==> src/rtl/fb_pkg.sv <==
// rtl/fb_pkg.sv - shared types, constants and helpers for the framebuffer pattern writer
package fb_pkg;

  typedef enum logic [1:0] {
    PAT_VSTRIPE  = 2'd0,
    PAT_HSTRIPE  = 2'd1,
    PAT_CHECKER  = 2'd2,
    PAT_GRADIENT = 2'd3
  } pattern_e;

  typedef enum logic [1:0] {
    IDLE  = 2'd0,
    WRITE = 2'd1,
    PAUSE = 2'd2
  } state_e;

  localparam int BYTES_PER_PIXEL = 4;
  localparam logic [31:0] PIX_WHITE = 32'h00FF_FFFF;
  localparam logic [31:0] PIX_BLACK = 32'h0000_0000;

  // Byte address of the bottom-right pixel of a hdisp x vdisp frame.
  function automatic logic [31:0] fb_last_adr(input int hdisp, input int vdisp);
    return 32'(hdisp * vdisp * BYTES_PER_PIXEL - BYTES_PER_PIXEL);
  endfunction

endpackage

==> src/rtl/wshb_if.sv <==
// rtl/wshb_if.sv - classic Wishbone bus bundle with master and slave views
interface wshb_if;
  logic [31:0] adr;
  logic [31:0] dat_ms;
  logic [31:0] dat_sm;
  logic        stb;
  logic        cyc;
  logic        we;
  logic [3:0]  sel;
  logic [2:0]  cti;
  logic [1:0]  bte;
  logic        ack;

  modport master (output adr, dat_ms, stb, cyc, we, sel, cti, bte, input dat_sm, ack);
  modport slave  (input adr, dat_ms, stb, cyc, we, sel, cti, bte, output dat_sm, ack);
endinterface

==> src/rtl/fb_pattern_writer_pattern_gen.sv <==
// rtl/fb_pattern_writer_pattern_gen.sv - combinational (x, y, pattern) to pixel word
module pattern_gen
  import fb_pkg::*;
#(
  parameter int XW          = 10,
  parameter int YW          = 9,
  parameter int STRIPE_LOG2 = 4
) (
  input  logic [XW-1:0] x_i,
  input  logic [YW-1:0] y_i,
  input  pattern_e      pat_i,
  output logic [31:0]   pixel_o
);

  // Coordinates are widened so stripe bits beyond the counter width read as 0.
  logic [15:0] xe;
  logic [15:0] ye;
  logic [15:0] sum;
  logic        xb;
  logic        yb;
  logic        unused_bits;

  always_comb begin
    xe      = 16'(x_i);
    ye      = 16'(y_i);
    sum     = xe + ye;
    xb      = xe[STRIPE_LOG2];
    yb      = ye[STRIPE_LOG2];
    pixel_o = PIX_BLACK;
    unique case (pat_i)
      PAT_VSTRIPE:  pixel_o = xb ? PIX_WHITE : PIX_BLACK;
      PAT_HSTRIPE:  pixel_o = yb ? PIX_WHITE : PIX_BLACK;
      PAT_CHECKER:  pixel_o = (xb ^ yb) ? PIX_WHITE : PIX_BLACK;
      PAT_GRADIENT: pixel_o = {8'h00, xe[7:0], ye[7:0], sum[8:1]};
      default:      pixel_o = PIX_BLACK;
    endcase
  end

  assign unused_bits = ^{xe, ye, sum};

endmodule

==> src/rtl/fb_pattern_writer.sv <==
// rtl/fb_pattern_writer.sv - Wishbone master filling the framebuffer with a test pattern
module fb_pattern_writer
  import fb_pkg::*;
#(
  parameter int HDISP        = 800,
  parameter int VDISP        = 480,
  parameter int BURST_LEN    = 64,
  parameter int PAUSE_CYCLES = 16,
  parameter int STRIPE_LOG2  = 4
) (
  input  logic       wshb_clk,
  input  logic       wshb_rst_n,
  wshb_if.master     wshb_ifm,
  input  logic       start,
  input  logic       continuous,
  input  logic [1:0] pattern_sel,
  output logic       busy,
  output logic       frame_done
);

  localparam int XW = $clog2(HDISP);
  localparam int YW = $clog2(VDISP);
  localparam int BW = $clog2(BURST_LEN);
  localparam int PW = $clog2(PAUSE_CYCLES + 1);
  localparam logic [31:0] LAST_ADR = fb_last_adr(HDISP, VDISP);

  state_e        state_q;
  pattern_e      pat_q;
  logic [XW-1:0] x_q;
  logic [YW-1:0] y_q;
  logic [31:0]   adr_q;
  logic [31:0]   dat_q;
  logic [BW-1:0] burst_q;
  logic [PW-1:0] pause_q;
  logic          cyc_q;
  logic          busy_q;
  logic          done_q;
  logic          frame_end_q;

  logic          ack;
  logic          last_pix;
  logic          x_wrap;
  logic [XW-1:0] x_adv;
  logic [YW-1:0] y_adv;
  logic [XW-1:0] gen_x;
  logic [YW-1:0] gen_y;
  pattern_e      gen_pat;
  logic [31:0]   gen_pixel;
  logic          unused_dat_sm;

  // The pixel generator always looks at the coordinates of the next word put on the bus.
  always_comb begin
    ack      = wshb_ifm.ack && cyc_q;
    last_pix = (adr_q == LAST_ADR);
    x_wrap   = (x_q == XW'(HDISP - 1));
    x_adv    = x_wrap ? '0 : x_q + 1'b1;
    y_adv    = y_q;
    if (x_wrap) begin
      y_adv = (y_q == YW'(VDISP - 1)) ? '0 : y_q + 1'b1;
    end
    gen_x   = x_q;
    gen_y   = y_q;
    gen_pat = pat_q;
    case (state_q)
      IDLE:    gen_pat = pattern_e'(pattern_sel);
      WRITE: begin
        gen_x = x_adv;
        gen_y = y_adv;
      end
      PAUSE:   if (frame_end_q) gen_pat = pattern_e'(pattern_sel);
      default: gen_pat = pat_q;
    endcase
  end

  pattern_gen #(
    .XW          (XW),
    .YW          (YW),
    .STRIPE_LOG2 (STRIPE_LOG2)
  ) u_pattern_gen (
    .x_i     (gen_x),
    .y_i     (gen_y),
    .pat_i   (gen_pat),
    .pixel_o (gen_pixel)
  );

  always_ff @(posedge wshb_clk or negedge wshb_rst_n) begin
    if (!wshb_rst_n) begin
      state_q     <= IDLE;
      pat_q       <= PAT_VSTRIPE;
      x_q         <= '0;
      y_q         <= '0;
      adr_q       <= '0;
      dat_q       <= '0;
      burst_q     <= '0;
      pause_q     <= '0;
      cyc_q       <= 1'b0;
      busy_q      <= 1'b0;
      done_q      <= 1'b0;
      frame_end_q <= 1'b0;
    end else begin
      done_q <= 1'b0;
      case (state_q)
        IDLE: begin
          if (start) begin
            state_q <= WRITE;
            cyc_q   <= 1'b1;
            busy_q  <= 1'b1;
            pat_q   <= gen_pat;
            dat_q   <= gen_pixel;
          end
        end
        WRITE: begin
          if (ack) begin
            x_q     <= x_adv;
            y_q     <= y_adv;
            dat_q   <= gen_pixel;
            if (last_pix) begin
              adr_q       <= '0;
              done_q      <= 1'b1;
              burst_q     <= '0;
              pause_q     <= '0;
              cyc_q       <= 1'b0;
              frame_end_q <= 1'b1;
              if (continuous) begin
                state_q <= PAUSE;
              end else begin
                state_q <= IDLE;
                busy_q  <= 1'b0;
              end
            end else begin
              adr_q <= adr_q + 32'(BYTES_PER_PIXEL);
              if (burst_q == BW'(BURST_LEN - 1)) begin
                burst_q     <= '0;
                pause_q     <= '0;
                cyc_q       <= 1'b0;
                frame_end_q <= 1'b0;
                state_q     <= PAUSE;
              end else begin
                burst_q <= burst_q + 1'b1;
              end
            end
          end
        end
        PAUSE: begin
          if (frame_end_q && !continuous) begin
            state_q <= IDLE;
            busy_q  <= 1'b0;
          end else if (pause_q == PW'(PAUSE_CYCLES - 1)) begin
            state_q <= WRITE;
            cyc_q   <= 1'b1;
            dat_q   <= gen_pixel;
            pat_q   <= gen_pat;
          end else begin
            pause_q <= pause_q + 1'b1;
          end
        end
        default: begin
          state_q <= IDLE;
          cyc_q   <= 1'b0;
        end
      endcase
    end
  end

  assign wshb_ifm.adr    = adr_q;
  assign wshb_ifm.dat_ms = dat_q;
  assign wshb_ifm.cyc    = cyc_q;
  assign wshb_ifm.stb    = cyc_q;
  assign wshb_ifm.we     = 1'b1;
  assign wshb_ifm.sel    = 4'b1111;
  assign wshb_ifm.cti    = 3'b000;
  assign wshb_ifm.bte    = 2'b00;
  assign busy            = busy_q;
  assign frame_done      = done_q;
  assign unused_dat_sm   = ^wshb_ifm.dat_sm;

endmodule

==> src/flat_wrapper.sv <==
// flat-port wrapper written by rule: the top's interface ports become plain ports
module fb_pattern_writer_flat import fb_pkg::*;
#(
  parameter int HDISP        = 800,
  parameter int VDISP        = 480,
  parameter int BURST_LEN    = 64,
  parameter int PAUSE_CYCLES = 16,
  parameter int STRIPE_LOG2  = 4
)
  (wshb_clk, wshb_rst_n, start, continuous, pattern_sel, busy, frame_done, wshb_ifm_adr, wshb_ifm_dat_ms, wshb_ifm_stb, wshb_ifm_cyc, wshb_ifm_we, wshb_ifm_sel, wshb_ifm_cti, wshb_ifm_bte, wshb_ifm_dat_sm, wshb_ifm_ack);
  wshb_if wshb_ifm_i ();
  input  logic wshb_clk;
  input  logic wshb_rst_n;
  input  logic start;
  input  logic continuous;
  input  logic [1:0] pattern_sel;
  output logic busy;
  output logic frame_done;
  output wire logic [$bits(wshb_ifm_i.adr)-1:0] wshb_ifm_adr;
  output wire logic [$bits(wshb_ifm_i.dat_ms)-1:0] wshb_ifm_dat_ms;
  output wire logic [$bits(wshb_ifm_i.stb)-1:0] wshb_ifm_stb;
  output wire logic [$bits(wshb_ifm_i.cyc)-1:0] wshb_ifm_cyc;
  output wire logic [$bits(wshb_ifm_i.we)-1:0] wshb_ifm_we;
  output wire logic [$bits(wshb_ifm_i.sel)-1:0] wshb_ifm_sel;
  output wire logic [$bits(wshb_ifm_i.cti)-1:0] wshb_ifm_cti;
  output wire logic [$bits(wshb_ifm_i.bte)-1:0] wshb_ifm_bte;
  input wire logic [$bits(wshb_ifm_i.dat_sm)-1:0] wshb_ifm_dat_sm;
  input wire logic [$bits(wshb_ifm_i.ack)-1:0] wshb_ifm_ack;
  assign wshb_ifm_adr = wshb_ifm_i.adr;
  assign wshb_ifm_dat_ms = wshb_ifm_i.dat_ms;
  assign wshb_ifm_stb = wshb_ifm_i.stb;
  assign wshb_ifm_cyc = wshb_ifm_i.cyc;
  assign wshb_ifm_we = wshb_ifm_i.we;
  assign wshb_ifm_sel = wshb_ifm_i.sel;
  assign wshb_ifm_cti = wshb_ifm_i.cti;
  assign wshb_ifm_bte = wshb_ifm_i.bte;
  assign wshb_ifm_i.dat_sm = wshb_ifm_dat_sm;
  assign wshb_ifm_i.ack = wshb_ifm_ack;
  fb_pattern_writer #(.HDISP(HDISP), .VDISP(VDISP), .BURST_LEN(BURST_LEN), .PAUSE_CYCLES(PAUSE_CYCLES), .STRIPE_LOG2(STRIPE_LOG2)) u_core (.wshb_clk(wshb_clk), .wshb_rst_n(wshb_rst_n), .wshb_ifm(wshb_ifm_i), .start(start), .continuous(continuous), .pattern_sel(pattern_sel), .busy(busy), .frame_done(frame_done));
endmodule
==> config.mk <==
export PLATFORM = sky130hd
export DESIGN_NAME = fb_pattern_writer_flat
export DESIGN_NICKNAME = d
export VERILOG_FILES = /design/src/rtl/fb_pkg.sv /design/src/rtl/wshb_if.sv /design/src/rtl/fb_pattern_writer_pattern_gen.sv /design/src/rtl/fb_pattern_writer.sv /design/src/flat_wrapper.sv
export SDC_FILE = /design/constraint.sdc
export NUM_CORES = 1
export LEC_CHECK = 0
export ABC_AREA = 1
export ABC_CLOCK_PERIOD_IN_PS = 8600
export BUFFER_PORTS_ARGS = -buffer_cell sky130_fd_sc_hd__buf_2
export CELL_PAD_IN_SITES_DETAIL_PLACEMENT = 0
export CELL_PAD_IN_SITES_GLOBAL_PLACEMENT = 1
export CORE_ASPECT_RATIO = 1.5
export CORE_MARGIN = 5
export CORE_UTILIZATION = 44
export CTS_CLUSTER_SIZE = 10
export DETAILED_ROUTE_END_ITERATION = 10
export HOLD_SLACK_MARGIN = 0.15
export PLACE_DENSITY_LB_ADDON = 0.1
export RECOVER_POWER = 25
export SETUP_SLACK_MARGIN = 0.5
export SLEW_MARGIN = 0
export SYNTH_ARGS = -nofsm -noshare
export SYNTH_HDL_FRONTEND = slang
export SYNTH_SLANG_ARGS = --single-unit
==> constraint.sdc <==
create_clock -name wshb_clk -period 8.6 [get_ports wshb_clk]
set_input_delay 0.43 -clock wshb_clk [delete_from_list [all_inputs] [get_ports wshb_clk]]
set_output_delay 0.43 -clock wshb_clk [all_outputs]
set_load 0.05 [all_outputs]
* Yosys cells after proc, flatten, opt, wreduce, memory -nomap -nowiden *
Cells that the tools add are included.
Widths: inputs -> output; s select.

storage, ports and cells
  bits in read-only memories = 0
  memory bits (writable) = 0
  bits in latches = 0
  memories = 0
  register bits after elaboration = 102
  output and inout bits = 78

cells by class
  multipliers = 0
  equality and inequality tests = 20
  reduce and logical (&&, ||, !) cells = 17
  bitwise operators = 1
  muxes and demuxes = 53
  order comparisons = 0
  shift-type cells = 0
  add/subtract/negate cells = 6
  divide/modulo/power cells = 0

operators by type and width
  cell                   number
  $mux 32                5
  $pmux 32 s4            1
  $pmux 32 s3            1
  $mux 24                3
  $mux 9                 4
  $add 32x3->32 const B  1
  $eq 32x21->1 const B   1
  $mux 5                 5
  $mux 2                 11
  $reduce_and 5->1       3
  $mux 1                 14
  $mux 6                 2
  $add 10x1->10 const B  1
  $eq 10x10->1 const B   1
  $mux 10                1
  $pmux 5 s2             1
  $add 9x1->9 const B    1
  $add 9x9->9            1
  $eq 9x9->1 const B     1
  $ne 2x1->1 const B     4
  $ne 2x2->1 const B     4
  $pmux 2 s2             2
  $reduce_and 4->1       2
  $add 6x1->6 const B    1
  other kinds (17)       26

* Longest topological paths before layout *
  depth in word-level cells = 10
  depth in mapped cells = 22
  depth with buffers taken out = 22

* Hierarchy *
A second synthesis with hierarchy kept.

second synthesis, totals
  cells, all modules = 848
  area total of the unflattened synthesis = 6,485.0 um^2

by module, submodules not included
  module             cells an instance  instances  area an instance (um^2)
  fb_pattern_writer  710                1          5,780.5
  pattern_gen        138                1          704.4

* Least setup slack after synthesis *
No wires, ideal clock.

  path kind = reg2reg
  start = reg u_core.x_q[1]
  end = reg u_core.dat_q[5] (netlist: u_core.wshb_ifm.dat_ms[5])
  period minus slack after synthesis = 2.719 ns
  data arrival time = 2.656 ns
  stages on the path, launching flop included = 21
  data required time = 8.537 ns
  slack = 5.881 ns
  library setup time = 0.063 ns
  cells stage by stage = dfrtp_1 ha_1 nand2_4 nor2_8 nand4_4 nor3_1 inv_1 nand4_1 o21ai_0 ha_1 a21oi_1 nand2_1 nand2_1 inv_1 nor2_1 nor2_1 nor2_1 o21ai_0 a21oi_1 o22ai_2 inv_2

on the way
  longest elaborated chain between the ends = 9
  elaborated cells on any way between the ends = 17
  those cells by class = 2 x add/sub; 1 x eq/ne; 13 x mux; 1 x bitwise

ends and longest elaborated chain
  what                                                   RTL line                             RTL
  from (decl)                                            fb_pattern_writer.sv:29              logic [XW-1:0] x_q;
  from (signal assigned)                                 fb_pattern_writer.sv:114             x_q <= x_adv;
  branches (longest 5 deep; another with $add 10x1->10)  -
  $pmux 32 s4 (*)                                        fb_pattern_writer_pattern_gen.sv:30  unique case (pat_i)
  $mux 32                                                fb_pattern_writer.sv:148             end else if (pause_q == PW'(PAUSE_CYCLES - 1)) begin
  $mux 32                                                fb_pattern_writer.sv:145             if (frame_end_q && !continuous) begin
  $pmux 32 s3 (*)                                        fb_pattern_writer.sv:102             case (state_q)
  to (signal assigned)                                   fb_pattern_writer.sv:109             dat_q <= gen_pixel;
  to (signal assigned)                                   fb_pattern_writer.sv:116             dat_q <= gen_pixel;
  to (signal assigned)                                   fb_pattern_writer.sv:151             dat_q <= gen_pixel;
  to (decl)                                              fb_pattern_writer.sv:32              logic [31:0] dat_q;

Mark *: on every way between the ends. The select of a mux whose other input is x is not followed.
A chain may end at the register's enable or synchronous reset.

* Worst setup path after layout *
  start = reg u_core.state_q[1]
  end = reg u_core.dat_q[5] (netlist: u_core.wshb_ifm.dat_ms[5])

on the way
  longest elaborated chain between the ends = 8
  elaborated cells on any way between the ends = 27
  those cells by class = 1 x add/sub; 9 x eq/ne; 12 x mux; 1 x bitwise; 4 x reduce/logical

ends and longest elaborated chain
  what                                                 RTL line                  RTL
  from (decl)                                          fb_pattern_writer.sv:27   state_e state_q;
  from (signal assigned)                               fb_pattern_writer.sv:88   state_q <= IDLE;
  from (signal assigned)                               fb_pattern_writer.sv:105  state_q <= WRITE;
  from (signal assigned)                               fb_pattern_writer.sv:125  state_q <= PAUSE;
  branches (longest 8 deep; another with $add 9x9->9)  -

Parallel ways; which one is timed is not known. The select of a mux whose other input is x is not followed.

==> impl_metrics.csv <==
group,metric,value,unit
floorplanning,fp.dieW,104.4,um
place,place.gp.congestion,0.8759,
floorplanning,core,13080,um2
flow_run,drv_cap,1,
synth,synthCells,778,
route,vias_per_cell,5.165,
route,postRouteAntennaNets,0,
clock_tree,clock-sinks,92,
route,post-route-drc-count,0,
outcome,status,"complete, but fails checks",
final_layout,finalCoreUtilization,50.08,%
global_routing,antenna_found_initial,0,
synth,synth-simple-area-share,30.09,%
synth,synth_top_family_by_area,"simple AND/OR/NAND/NOR gates",
final_layout,syn_to_final_growth,11.36,%
power_and_ir_drop,power.internal,1154,uW
global_routing,grt_first_pass_wirelength,24830,um
floorplanning,start_util,44.97,%
route,wire_per_inst,14.81,um
final_layout,drive_gt1_share,13.57,%
floorplanning,die-area,15830,um2
timing,setup_viol,0,
global_routing,gr-total-overflow,0,
synth,synth_edf_count,0,
critical_path,end_kind,"flip-flop",
critical_path,arrival,4.14,ns
clock_tree,clockBufferDepth,2,
synth,syn_area,5883,um2
power_and_ir_drop,p_leak,0.003204,uW
clock_tree,cts_tree,"yes",
route,drt_iter0_drc,218,
clock_tree,clk_pin_slew,0.07,ns
final_layout,design_area,6551,um2
synth,ys_async_sr_fraction,100.0,%
global_routing,grt_max_degree,51,
clock_tree,cts_setup_buffers,0,
timing,fin_worst_skew,0.007813,ns
power_and_ir_drop,total_power,2321,uW
route,dr.pass1.iters,5,
floorplanning,die-height,151.6,um
global_routing,grt_usage,19.27,%
power_and_ir_drop,ir_drop,0.1499,mV
timing,relSlewSlack,-62.83,%
timing,max_freq,259.4,MHz
synth,ys_ff_latch,92,
final_layout,fillerInstances,1319,
floorplanning,io_pins,117,
synth,synth_adder_area_share,3.956,%
place,dpl.hpwl,11460,um
timing,rsz0062_at_grt,"no",
synth,ys_types,50,
timing,period_share,44.82,%
min_path,hold_class,"in2reg",
power_and_ir_drop,p_clk_share,18.9,%
outcome,violations,"max-capacitance violations, max-slew violations",
clock_tree,cts-root-buf,"clkbuf_16",
critical_path,r2r_setup_slack,4.75,ns
place,place_area,6240,um2
clock_tree,insertion_delay,0.35,ns
critical_path,timing.setup.critical_path_class,"reg2reg",
timing,hold_viol_final,0,
critical_path,crit_required,8.89,ns
timing,tightest_slew,2.442,ns
synth,yosysTopAreaCell,"dfrtp_1",
synth,synth_xor_area_share,2.680,%
power_and_ir_drop,pwr-share-comb,52.4,%
timing,min_period,3.855,ns
power_and_ir_drop,p_switching,1167,uW
synth,synth-compound-area-share,13.04,%
place,port_buffers,64,
power_and_ir_drop,p_seq_share,28.7,%
route,vias,5160,
timing,tns,0,ns
synth,synth_top_cells_by_area,"dfrtp_1 (39%), nand2_1 (10%), inv_1 (6.1%)",
synth,yosys_warnings,0,
route,wirelength,14800,um
power_and_ir_drop,power-per-cell-area,354.3,nW/um2
timing,timing.hold.ws,0.4367,ns
final_layout,n_antenna_cell,0,
critical_path,startpoint_type,"flip-flop",
critical_path,worstPathMaxFanout,22,
clock_tree,numCtsBuffers,9,
synth,yosysTopAreaCellShare,39.13,%
power_and_ir_drop,swShare,50.28,%
timing,slew_viol_final,44,
clock_tree,htreeDepth,3,
synth,muxShareOfSynthArea,0,%
synth,syn_avg_cell_area,7.562,um2
floorplanning,num_rows,51,
synth,seq_area_frac_synth,39.13,%
final_layout,final_net_count,892,
global_routing,grt_pass1_vias,5199,
synth,synthFlopType,"dfrtp_1",
==> path summary, 6_finish.rpt <==
check	to	cells after the start	from
max	u_core.wshb_ifm.dat_ms[5]	19	u_core.state_q[1]
min	u_core.x_q[0]	3	wshb_ifm_ack
max reg2reg	u_core.wshb_ifm.dat_ms[5]	19	u_core.state_q[1]
min reg2reg	u_core.wshb_ifm.dat_ms[20]	2	u_core.wshb_ifm.dat_ms[20]
max in group asynchronous	u_core.wshb_ifm.adr[15]	3	wshb_rst_n
min in group asynchronous	u_core.wshb_ifm.dat_ms[17]	2	wshb_rst_n
==> layer usage <==
layer,wire length [um],GRT usage [%],vias up
li1,-,-,2624
met1,5946,21.36,2381
met2,7748,36.01,128
met3,541,2.628,27
met4,559,9.332,0
met5,0,0,-
==> cell usage after synthesis, types with 5 or more instances <==
library cell / number
nand2_1: 163
inv_1: 96
dfrtp_1: 92
nor2_1: 77
o21ai_0: 50
nand3_1: 49
a21oi_1: 43
nor3_1: 25
buf_4: 22
ha_1: 17
nand4_1: 17
xor2_1: 13
clkbuf_1: 10
inv_2: 10
o22ai_2: 8
nor4_1: 7
nor2_2: 6
nor3_2: 6
o21ai_1: 5
or2_2: 5
xnor2_1: 5
==> worst max-delay path: stages (launching register included) <==
cell and delay, ns:
dfrtp_1 0.41, inv_1 0.09, ha_1 0.66, inv_2 0.36, nor2_1 0.22, inv_1 0.06
o21ai_0 0.60, fa_1 0.34, inv_1 0.05, nand3_1 0.06, nand2_1 0.11, nand2_1 0.08
inv_1 0.05, nor2_1 0.10, nor2_1 0.05, nor2_1 0.13, o21ai_0 0.09, a21oi_1 0.16
o22ai_2 0.10, inv_2 0.07
==> per-stage QoR <==
step,instances,setup slack (ns)
after floorplan,796,5.881
after global placement,982,4.729
after detailed placement,982,4.688
after CTS,999,4.668
after global routing,999,4.299
final,999,4.745
==> layout make-up <==
class / count / area (um2) / area share, %
flip-flops and latches: 92 / 2302 / 35.14
multi-input cells: 559 / 3003 / 45.84
well taps: 159 / 198.9 / 3.037
clock buffers: 11 / 242.7 / 3.705
inverters: 106 / 397.9 / 6.073
clock inverters: 5 / 85.08 / 1.299
repair buffers: 67 / 321.6 / 4.908
==> cells in the final DEF, fill, tap and decap left out, types with 13 or more instances in the layout <==
master / synthesis / final
ha_1: 17 / 17
clkbuf_1: 10 / 20
nor3_1: 25 / 25
o21ai_0: 50 / 50
dfrtp_1: 92 / 92
conb_1: 2 / 20
buf_2: 3 / 45
a21oi_1: 43 / 43
nand3_1: 49 / 49
xor2_1: 13 / 13
nand2_1: 163 / 163
nor2_1: 77 / 77
nand4_1: 17 / 17
inv_1: 96 / 96
==> power groups by stage <==
stage               registers (uW)  logic, uW  clock network (uW)
finish                         667       1220                 438
global route                   690       1350                 465
CTS                            668       1240                 448
detailed placement             675       1240                   0
global placement               670       1220                   0
floorplan                      919        750                   0
==> logic make-up after synthesis <==
family,Yosys count
other,2
DFF,92
buffers and inverters,145
and+or+nand+nor,375
AOI/OAI and AO/OA,128
xor gates and xnor gates,18
adders and majority gates,18
==> state kept, by name, indices dropped and copies added, names as in the netlist <==
signal                  count
u_core.x_q                 10
u_core.pause_q              5
u_core.frame_end_q          1
u_core.y_q                  9
u_core.wshb_ifm.cyc         1
u_core.burst_q              6
u_core.busy                 1
u_core.pat_q                2
u_core.wshb_ifm.adr        30
u_core.wshb_ifm.dat_ms     24
u_core.state_q              2
u_core.frame_done           1
==> timing repair <==
action	CTS	global route
hold buffers	1	0
gates resized for setup	0	0
hold endpoints to repair	42	0
Power figures use the tool's default switching activity.
